==> src/rtl/run_monitor_pkg.sv <==
// Shared types and constants for the run monitor and its dump sequencer.
package run_monitor_pkg;

  typedef enum logic [2:0] {
    RUN,
    DRAIN,
    DUMP_RD,
    DUMP_CAP,
    DUMP_OUT,
    DONE
  } state_e;

  localparam logic [31:0] EBREAK_INST = 32'h0010_0073;
  localparam int          WORD_STRIDE = 4;

endpackage

==> src/rtl/dump_sequencer.sv <==
// Walks a window of data memory one word at a time and streams each word out
// over a valid/ready channel once start_i is seen.
module dump_sequencer
  import run_monitor_pkg::*;
#(
  parameter int ADDR_WIDTH = 11,
  parameter int DUMP_BASE  = 0,
  parameter int DUMP_WORDS = 20
) (
  input  logic                  clk,
  input  logic                  rst_ni,
  input  logic                  start_i,
  output logic                  mem_rd_en_o,
  output logic [ADDR_WIDTH-1:0] mem_rd_addr_o,
  input  logic [31:0]           mem_rd_data_i,
  output logic                  dump_valid_o,
  input  logic                  dump_ready_i,
  output logic [ADDR_WIDTH-1:0] dump_addr_o,
  output logic [31:0]           dump_data_o,
  output logic                  dump_last_o,
  output logic                  done_o
);

  localparam int WCNT_W = (DUMP_WORDS > 1) ? $clog2(DUMP_WORDS) : 1;
  localparam logic [WCNT_W-1:0]     LAST_WORD = WCNT_W'(DUMP_WORDS - 1);
  localparam logic [ADDR_WIDTH-1:0] BASE_ADDR = ADDR_WIDTH'(DUMP_BASE);
  localparam logic [ADDR_WIDTH-1:0] STRIDE    = ADDR_WIDTH'(WORD_STRIDE);

  // RUN doubles as the idle state until the run controller hands over.
  state_e                  state_q, state_d;
  logic [ADDR_WIDTH-1:0]   addr_q, addr_d;
  logic [WCNT_W-1:0]       word_q, word_d;
  logic [31:0]             data_q, data_d;
  logic [ADDR_WIDTH-1:0]   daddr_q, daddr_d;
  logic                    rd_en_q, valid_q, last_q, done_q;

  always_comb begin
    state_d = state_q;
    addr_d  = addr_q;
    word_d  = word_q;
    data_d  = data_q;
    daddr_d = daddr_q;
    case (state_q)
      RUN:      if (start_i) state_d = DUMP_RD;
      DUMP_RD:  state_d = DUMP_CAP;
      DUMP_CAP: begin
        data_d  = mem_rd_data_i;
        daddr_d = addr_q;
        state_d = DUMP_OUT;
      end
      DUMP_OUT: begin
        if (dump_ready_i) begin
          if (word_q == LAST_WORD) begin
            state_d = DONE;
          end else begin
            addr_d  = addr_q + STRIDE;
            word_d  = word_q + WCNT_W'(1);
            state_d = DUMP_RD;
          end
        end
      end
      DONE:     state_d = DONE;
      default:  state_d = RUN;
    endcase
  end

  // Strobes are registered from the next state so they line up with it.
  always_ff @(posedge clk or negedge rst_ni) begin
    if (!rst_ni) begin
      state_q <= RUN;
      addr_q  <= BASE_ADDR;
      word_q  <= '0;
      data_q  <= '0;
      daddr_q <= BASE_ADDR;
      rd_en_q <= 1'b0;
      valid_q <= 1'b0;
      last_q  <= 1'b0;
      done_q  <= 1'b0;
    end else begin
      state_q <= state_d;
      addr_q  <= addr_d;
      word_q  <= word_d;
      data_q  <= data_d;
      daddr_q <= daddr_d;
      rd_en_q <= (state_d == DUMP_RD);
      valid_q <= (state_d == DUMP_OUT);
      last_q  <= (state_d == DUMP_OUT) && (word_d == LAST_WORD);
      done_q  <= (state_d == DONE);
    end
  end

  assign mem_rd_en_o   = rd_en_q;
  assign mem_rd_addr_o = addr_q;
  assign dump_valid_o  = valid_q;
  assign dump_addr_o   = daddr_q;
  assign dump_data_o   = data_q;
  assign dump_last_o   = last_q;
  assign done_o        = done_q;

endmodule

==> src/rtl/run_monitor.sv <==
// Run-control block: detects the halt fetch, counts run cycles, enforces the
// timeout, drains the pipeline, then hands off to the memory dump sequencer.
module run_monitor
  import run_monitor_pkg::*;
#(
  parameter logic [31:0] HALT_INST      = EBREAK_INST,
  parameter int          DRAIN_CYCLES   = 5,
  parameter int          TIMEOUT_CYCLES = 20000,
  parameter int          CNT_WIDTH      = 32,
  parameter int          ADDR_WIDTH     = 11,
  parameter int          DUMP_BASE      = 0,
  parameter int          DUMP_WORDS     = 20
) (
  input  logic                  clk,
  input  logic                  reset,
  input  logic                  inst_valid,
  input  logic [31:0]           inst,
  output logic                  core_hold,
  output logic                  mem_rd_en,
  output logic [ADDR_WIDTH-1:0] mem_rd_addr,
  input  logic [31:0]           mem_rd_data,
  output logic                  dump_valid,
  input  logic                  dump_ready,
  output logic [ADDR_WIDTH-1:0] dump_addr,
  output logic [31:0]           dump_data,
  output logic                  dump_last,
  output logic [CNT_WIDTH-1:0]  cycles,
  output logic                  halted,
  output logic                  timed_out,
  output logic                  done
);

  localparam int DRN_W = (DRAIN_CYCLES > 1) ? $clog2(DRAIN_CYCLES) : 1;
  localparam logic [DRN_W-1:0]     DRAIN_LOAD   = DRN_W'((DRAIN_CYCLES > 0) ? DRAIN_CYCLES - 1 : 0);
  localparam logic [CNT_WIDTH-1:0] TIMEOUT_LAST = CNT_WIDTH'(TIMEOUT_CYCLES - 1);

  // After hand-off this FSM parks in DUMP_RD; the sequencer owns the rest.
  state_e               state_q, state_d;
  logic [DRN_W-1:0]     drain_q, drain_d;
  logic [CNT_WIDTH-1:0] cycles_q, cycles_d;
  logic                 halted_q, halted_d;
  logic                 timed_q, timed_d;
  logic                 hold_q, hold_d;
  logic                 start_dump;
  logic                 halt_hit;

  assign halt_hit = inst_valid && (inst == HALT_INST);

  always_comb begin
    state_d    = state_q;
    drain_d    = drain_q;
    cycles_d   = cycles_q;
    halted_d   = halted_q;
    timed_d    = timed_q;
    start_dump = 1'b0;
    case (state_q)
      RUN: begin
        if (halt_hit) begin
          halted_d = 1'b1;
          if (DRAIN_CYCLES == 0) begin
            state_d    = DUMP_RD;
            start_dump = 1'b1;
          end else begin
            state_d = DRAIN;
            drain_d = DRAIN_LOAD;
          end
        end else if (cycles_q == TIMEOUT_LAST) begin
          timed_d    = 1'b1;
          state_d    = DUMP_RD;
          start_dump = 1'b1;
        end else if (cycles_q != {CNT_WIDTH{1'b1}}) begin
          cycles_d = cycles_q + CNT_WIDTH'(1);
        end
      end
      DRAIN: begin
        if (drain_q == '0) begin
          state_d    = DUMP_RD;
          start_dump = 1'b1;
        end else begin
          drain_d = drain_q - DRN_W'(1);
        end
      end
      default: state_d = state_q;
    endcase
    hold_d = hold_q | start_dump;
  end

  always_ff @(posedge clk or negedge reset) begin
    if (!reset) begin
      state_q  <= RUN;
      drain_q  <= '0;
      cycles_q <= '0;
      halted_q <= 1'b0;
      timed_q  <= 1'b0;
      hold_q   <= 1'b0;
    end else begin
      state_q  <= state_d;
      drain_q  <= drain_d;
      cycles_q <= cycles_d;
      halted_q <= halted_d;
      timed_q  <= timed_d;
      hold_q   <= hold_d;
    end
  end

  assign core_hold = hold_q;
  assign cycles    = cycles_q;
  assign halted    = halted_q;
  assign timed_out = timed_q;

  dump_sequencer #(
    .ADDR_WIDTH (ADDR_WIDTH),
    .DUMP_BASE  (DUMP_BASE),
    .DUMP_WORDS (DUMP_WORDS)
  ) u_dump_sequencer (
    .clk           (clk),
    .rst_ni        (reset),
    .start_i       (start_dump),
    .mem_rd_en_o   (mem_rd_en),
    .mem_rd_addr_o (mem_rd_addr),
    .mem_rd_data_i (mem_rd_data),
    .dump_valid_o  (dump_valid),
    .dump_ready_i  (dump_ready),
    .dump_addr_o   (dump_addr),
    .dump_data_o   (dump_data),
    .dump_last_o   (dump_last),
    .done_o        (done)
  );

endmodule

==> config.mk <==
export PLATFORM = sky130hd
export DESIGN_NAME = run_monitor
export DESIGN_NICKNAME = d
export VERILOG_FILES = /design/src/rtl/run_monitor_pkg.sv /design/src/rtl/dump_sequencer.sv /design/src/rtl/run_monitor.sv
export SDC_FILE = /design/constraint.sdc
export NUM_CORES = 1
export LEC_CHECK = 0
export BUFFER_PORTS_ARGS = -buffer_cell sky130_fd_sc_hd__buf_2
export CORE_ASPECT_RATIO = 1.25
export CORE_UTILIZATION = 45
export CTS_CLUSTER_SIZE = 10
export DETAILED_ROUTE_END_ITERATION = 8
export GPL_ROUTABILITY_DRIVEN = 1
export PLACE_DENSITY_LB_ADDON = 0.05
export SLEW_MARGIN = 40
export SYNTH_ARGS = -nofsm -noshare
export SYNTH_HDL_FRONTEND = slang
export SYNTH_SLANG_ARGS = --single-unit
==> constraint.sdc <==
create_clock -name clk -period 2.2 [get_ports clk]
set_clock_uncertainty 0.2 [all_clocks]
set_input_delay 0.33 -clock clk [delete_from_list [all_inputs] [get_ports clk]]
set_output_delay 0.33 -clock clk [all_outputs]
set_load 0.005 [all_outputs]
==> summary.txt <==
Run status
  – Outcome: finished, violations left
  – Failing checks: setup timing

Timing
  – F_max: 434.0 MHz
  – Crit share post-route: 104.7%
  – Fin. Hold Viols: 0
  – Final min period: 2.304 ns
  – Fin. max-slew vios: 0
  – Final hold slack: 0.02194 ns
  – Setup TNS: -0.3263 ns
  – Worst setup margin: -0.1041 ns
  – Final Setup Violations: 4
  – RSZ-0062 raised after global routing: yes

Critical path
  – Worst-path fanout max: 3
  – Worst R2R Start: cycles[5]
  – CP Cell Sequence: or4b_4 -> or4_4 -> o31a_1 -> nor2_2 -> o31a_1
  – Worst path arrival time: 2.38 ns
  – Worst path bufs/invs: 0
  – Slowest cell on the critical path: or4_4
  – CP Class: flop to flop
  – Crit path launch type: flop
  – FF-to-FF End: u_dump_sequencer.state_q[1]
  – CP dominant cell by count: o31a_1
  – CP Data Required Time: 2.27 ns
  – Crit-path leading delay family: simple AND/OR/NAND/NOR gates
  – R2R depth: 5
  – Worst reg2reg setup slack: -0.10 ns
  – Delay of the slowest cell on the worst path: 0.55 ns
  – Worst setup EP type: flop

Min path
  – Worst Hold Class: input port to flop
  – Hold path cells: 2
  – Worst hold start: mem_rd_data[23]
  – Hold Path End: u_dump_sequencer.dump_data_o[23]

GRT
  – Vias in the first global route: 3526
  – Total global-route track usage: 19.86%
  – Initial antenna violation count: 0
  – Gr ovfl total: 0
  – First-pass GRT wire length: 16420 um
  – Largest net degree at the start of global routing: 45

Power and ir drop
  – Comb power frac: 18.8%
  – Internal: 4.172 mW
  – NetSw: 1.268 mW
  – Reg power frac: 45.2%
  – Clock network power share: 36.0%
  – Net Sw Frac: 23.31%
  – Worst vdd ir: 0.0003921 V
  – PwrDens: 824.6 nW/um2
  – P_leak: 3.435 nW

Yosys
  – Syn Inst Count: 361
  – Number of flops mapped to enable cells by yosys: 0
  – Mean post-synth cell area: 12.53 um2
  – Synth Cell Area: 4524 um2
  – Top post-synthesis cells by count: 102 x dfrtp_1, 44 x mux2_2, 28 x xnor2_1, 19 x nand4_1, 18 x nand2_1
  – Register bit total from synthesis: 102
  – Largest area contributor in the netlist: dfrtp_1
  – Count leader, synth: dfrtp_1
  – Distinct cells, synth: 50
  – FFs w/ async S/R, synth: 100.0%
  – Sequential fraction of the synthesis area: 56.42%
  – Yosys Warn Count: 0
  – Synth top area share: 56.42%
  – Ys flop type: dfrtp_1
  – Main area contributors after synthesis: dfrtp_1 56%, mux2_2 11%, xnor2_1 5.4%

Place
  – # port buffers: 156
  – Dpl hpwl: 7556 um
  – GP Congestion: 0.8022
  – Dpl ws: -0.1625 ns
  – Dpl cell area: 5943 um2

Floorplan
  – Ports: 161
  – Die area: 10460 um2
  – Core Region: 9709 um2
  – Rows: 40
  – Die width: 91.69 um
  – Floorplan die height: 114.1 um
  – Starting Density: 46.60%

Cells and area
  – Layout area overhead: 45.82%
  – Design Area, Final: 6598 um2
  – Nets: 670
  – Final core occ: 67.95%
  – FILL cells: 771
  – Antenna diode count: 0
  – Share of layout cells above drive strength 1: 56.64%

Clock network
  – Worst skew pair latency: 0.34 ns
  – CTS Buf Count: 9
  – Htree depth: 3
  – CTS tree: yes
  – Clk root buf: clkbuf_16
  – Clock sink count: 102
  – Clk buf depth: 2
  – Worst-path clk slew: 0.07 ns

Route
  – Antenna-violating nets left: 0
  – # DRC: 0
  – Pre-antenna DRT Iters: 4
  – Vias: 3625
  – Post-DR wirelength/cell: 14.24 um
  – Routed Wire Length: 10370 um
  – Vias/cell: 4.979
  – 1st-iter DRT viols: 122

Flow run
  – Max capacitance violation total: 0
## stage by stage
stage / cells / power (mW)
floorplan: 364 / 2.971
global placement: 698 / 3.487
detailed placement: 698 / 3.533
CTS: 718 / 5.508
global route: 728 / 5.749
finish: 728 / 5.440
## power by group through the flow
stage                     Sequential, mW  Combinational [mW]  Clock [mW]
after floorplan                     2.53               0.441           0
after global placement              2.48                1.01           0
after detailed placement            2.50                1.03           0
after CTS                           2.46                1.04        2.01
after global routing                2.51                1.14        2.09
final                               2.46                1.02        1.96
## logic make-up after synthesis
kind of cell / synth area share [%]
multiplexers: 10.95
other: 0.08289
AO/OA/AOI/OAI: 3.263
buffers and inverters: 2.185
adder cells (fa/ha/maj): 1.383
flip-flops: 56.42
XOR/XNOR: 8.297
AND/OR/NAND/NOR: 17.42
## state kept, by name (all words and copies together), names as in the netlist
register	flops
cycles	32
u_dump_sequencer.dump_data_o	32
u_dump_sequencer.dump_addr_o	9
u_dump_sequencer.mem_rd_addr_o	9
u_dump_sequencer.word_q	5
drain_q	3
u_dump_sequencer.state_q	3
state_q	2
core_hold	1
halted	1
timed_out	1
u_dump_sequencer.done_o	1
u_dump_sequencer.dump_last_o	1
u_dump_sequencer.dump_valid_o	1
u_dump_sequencer.mem_rd_en_o	1
## layout by cell type, fill, tap and decap left out, types with 5 or more instances in the layout
master	instances
buf_2	155
nand2_1	16
nand4_1	19
buf_4	72
nor2_2	5
nor2_1	14
and4_4	5
xnor2_1	25
nand3_1	10
clkbuf_16	9
o21ai_0	6
mux2_2	44
dfrtp_1	102
xor2_1	13
and3_1	6
inv_1	5
## layer usage
metal  global-route usage [%]  routed length (um)
met5                        0                   0
met3                    4.980                 670
met1                    24.46                4317
met4                    8.042                 167
met2                    33.43                5211
## worst max-delay path by stage
stage	start	endpoint	slack, ns	cells after the start
4_1_cts	cycles[23]	cycles[7]	-0.06	6
2_1_floorplan	cycles[0]	cycles[7]	-0.04	9
3_3_place_gp	cycles[23]	u_dump_sequencer.state_q[1]	-0.14	6
3_5_place_dp	cycles[18]	u_dump_sequencer.state_q[1]	-0.16	6
5_1_grt	cycles[20]	u_dump_sequencer.state_q[1]	-0.19	6
6_report	cycles[5]	u_dump_sequencer.state_q[1]	-0.10	5
## layout make-up
| class | instances | area, um2 | area share, % |
|---|---|---|---|
| Clock buffer | 11 | 252.7 | 3.831 |
| Multi-Input combinational cell | 246 | 2078 | 31.50 |
| Timing Repair Buffer | 233 | 1409 | 21.35 |
| Sequential cell | 102 | 2552 | 38.69 |
| Tap cell | 126 | 157.7 | 2.390 |
| Clock inverter | 5 | 128.9 | 1.953 |
| Inverter | 5 | 18.77 | 0.2845 |
## what timing repair did
| action | in CTS | in global routing |
|---|---|---|
| gates resized for setup | 9 | 24 |
| setup buffers | 3 | 10 |
| hold endpoints to repair | 28 | 0 |
| pin swaps | 3 | 28 |
| hold buffers | 1 | 0 |
| setup endpoints to repair | 17 | 31 |
| cloned | 0 | 2 |
No activity file was read; power rests on OpenSTA's default activity.
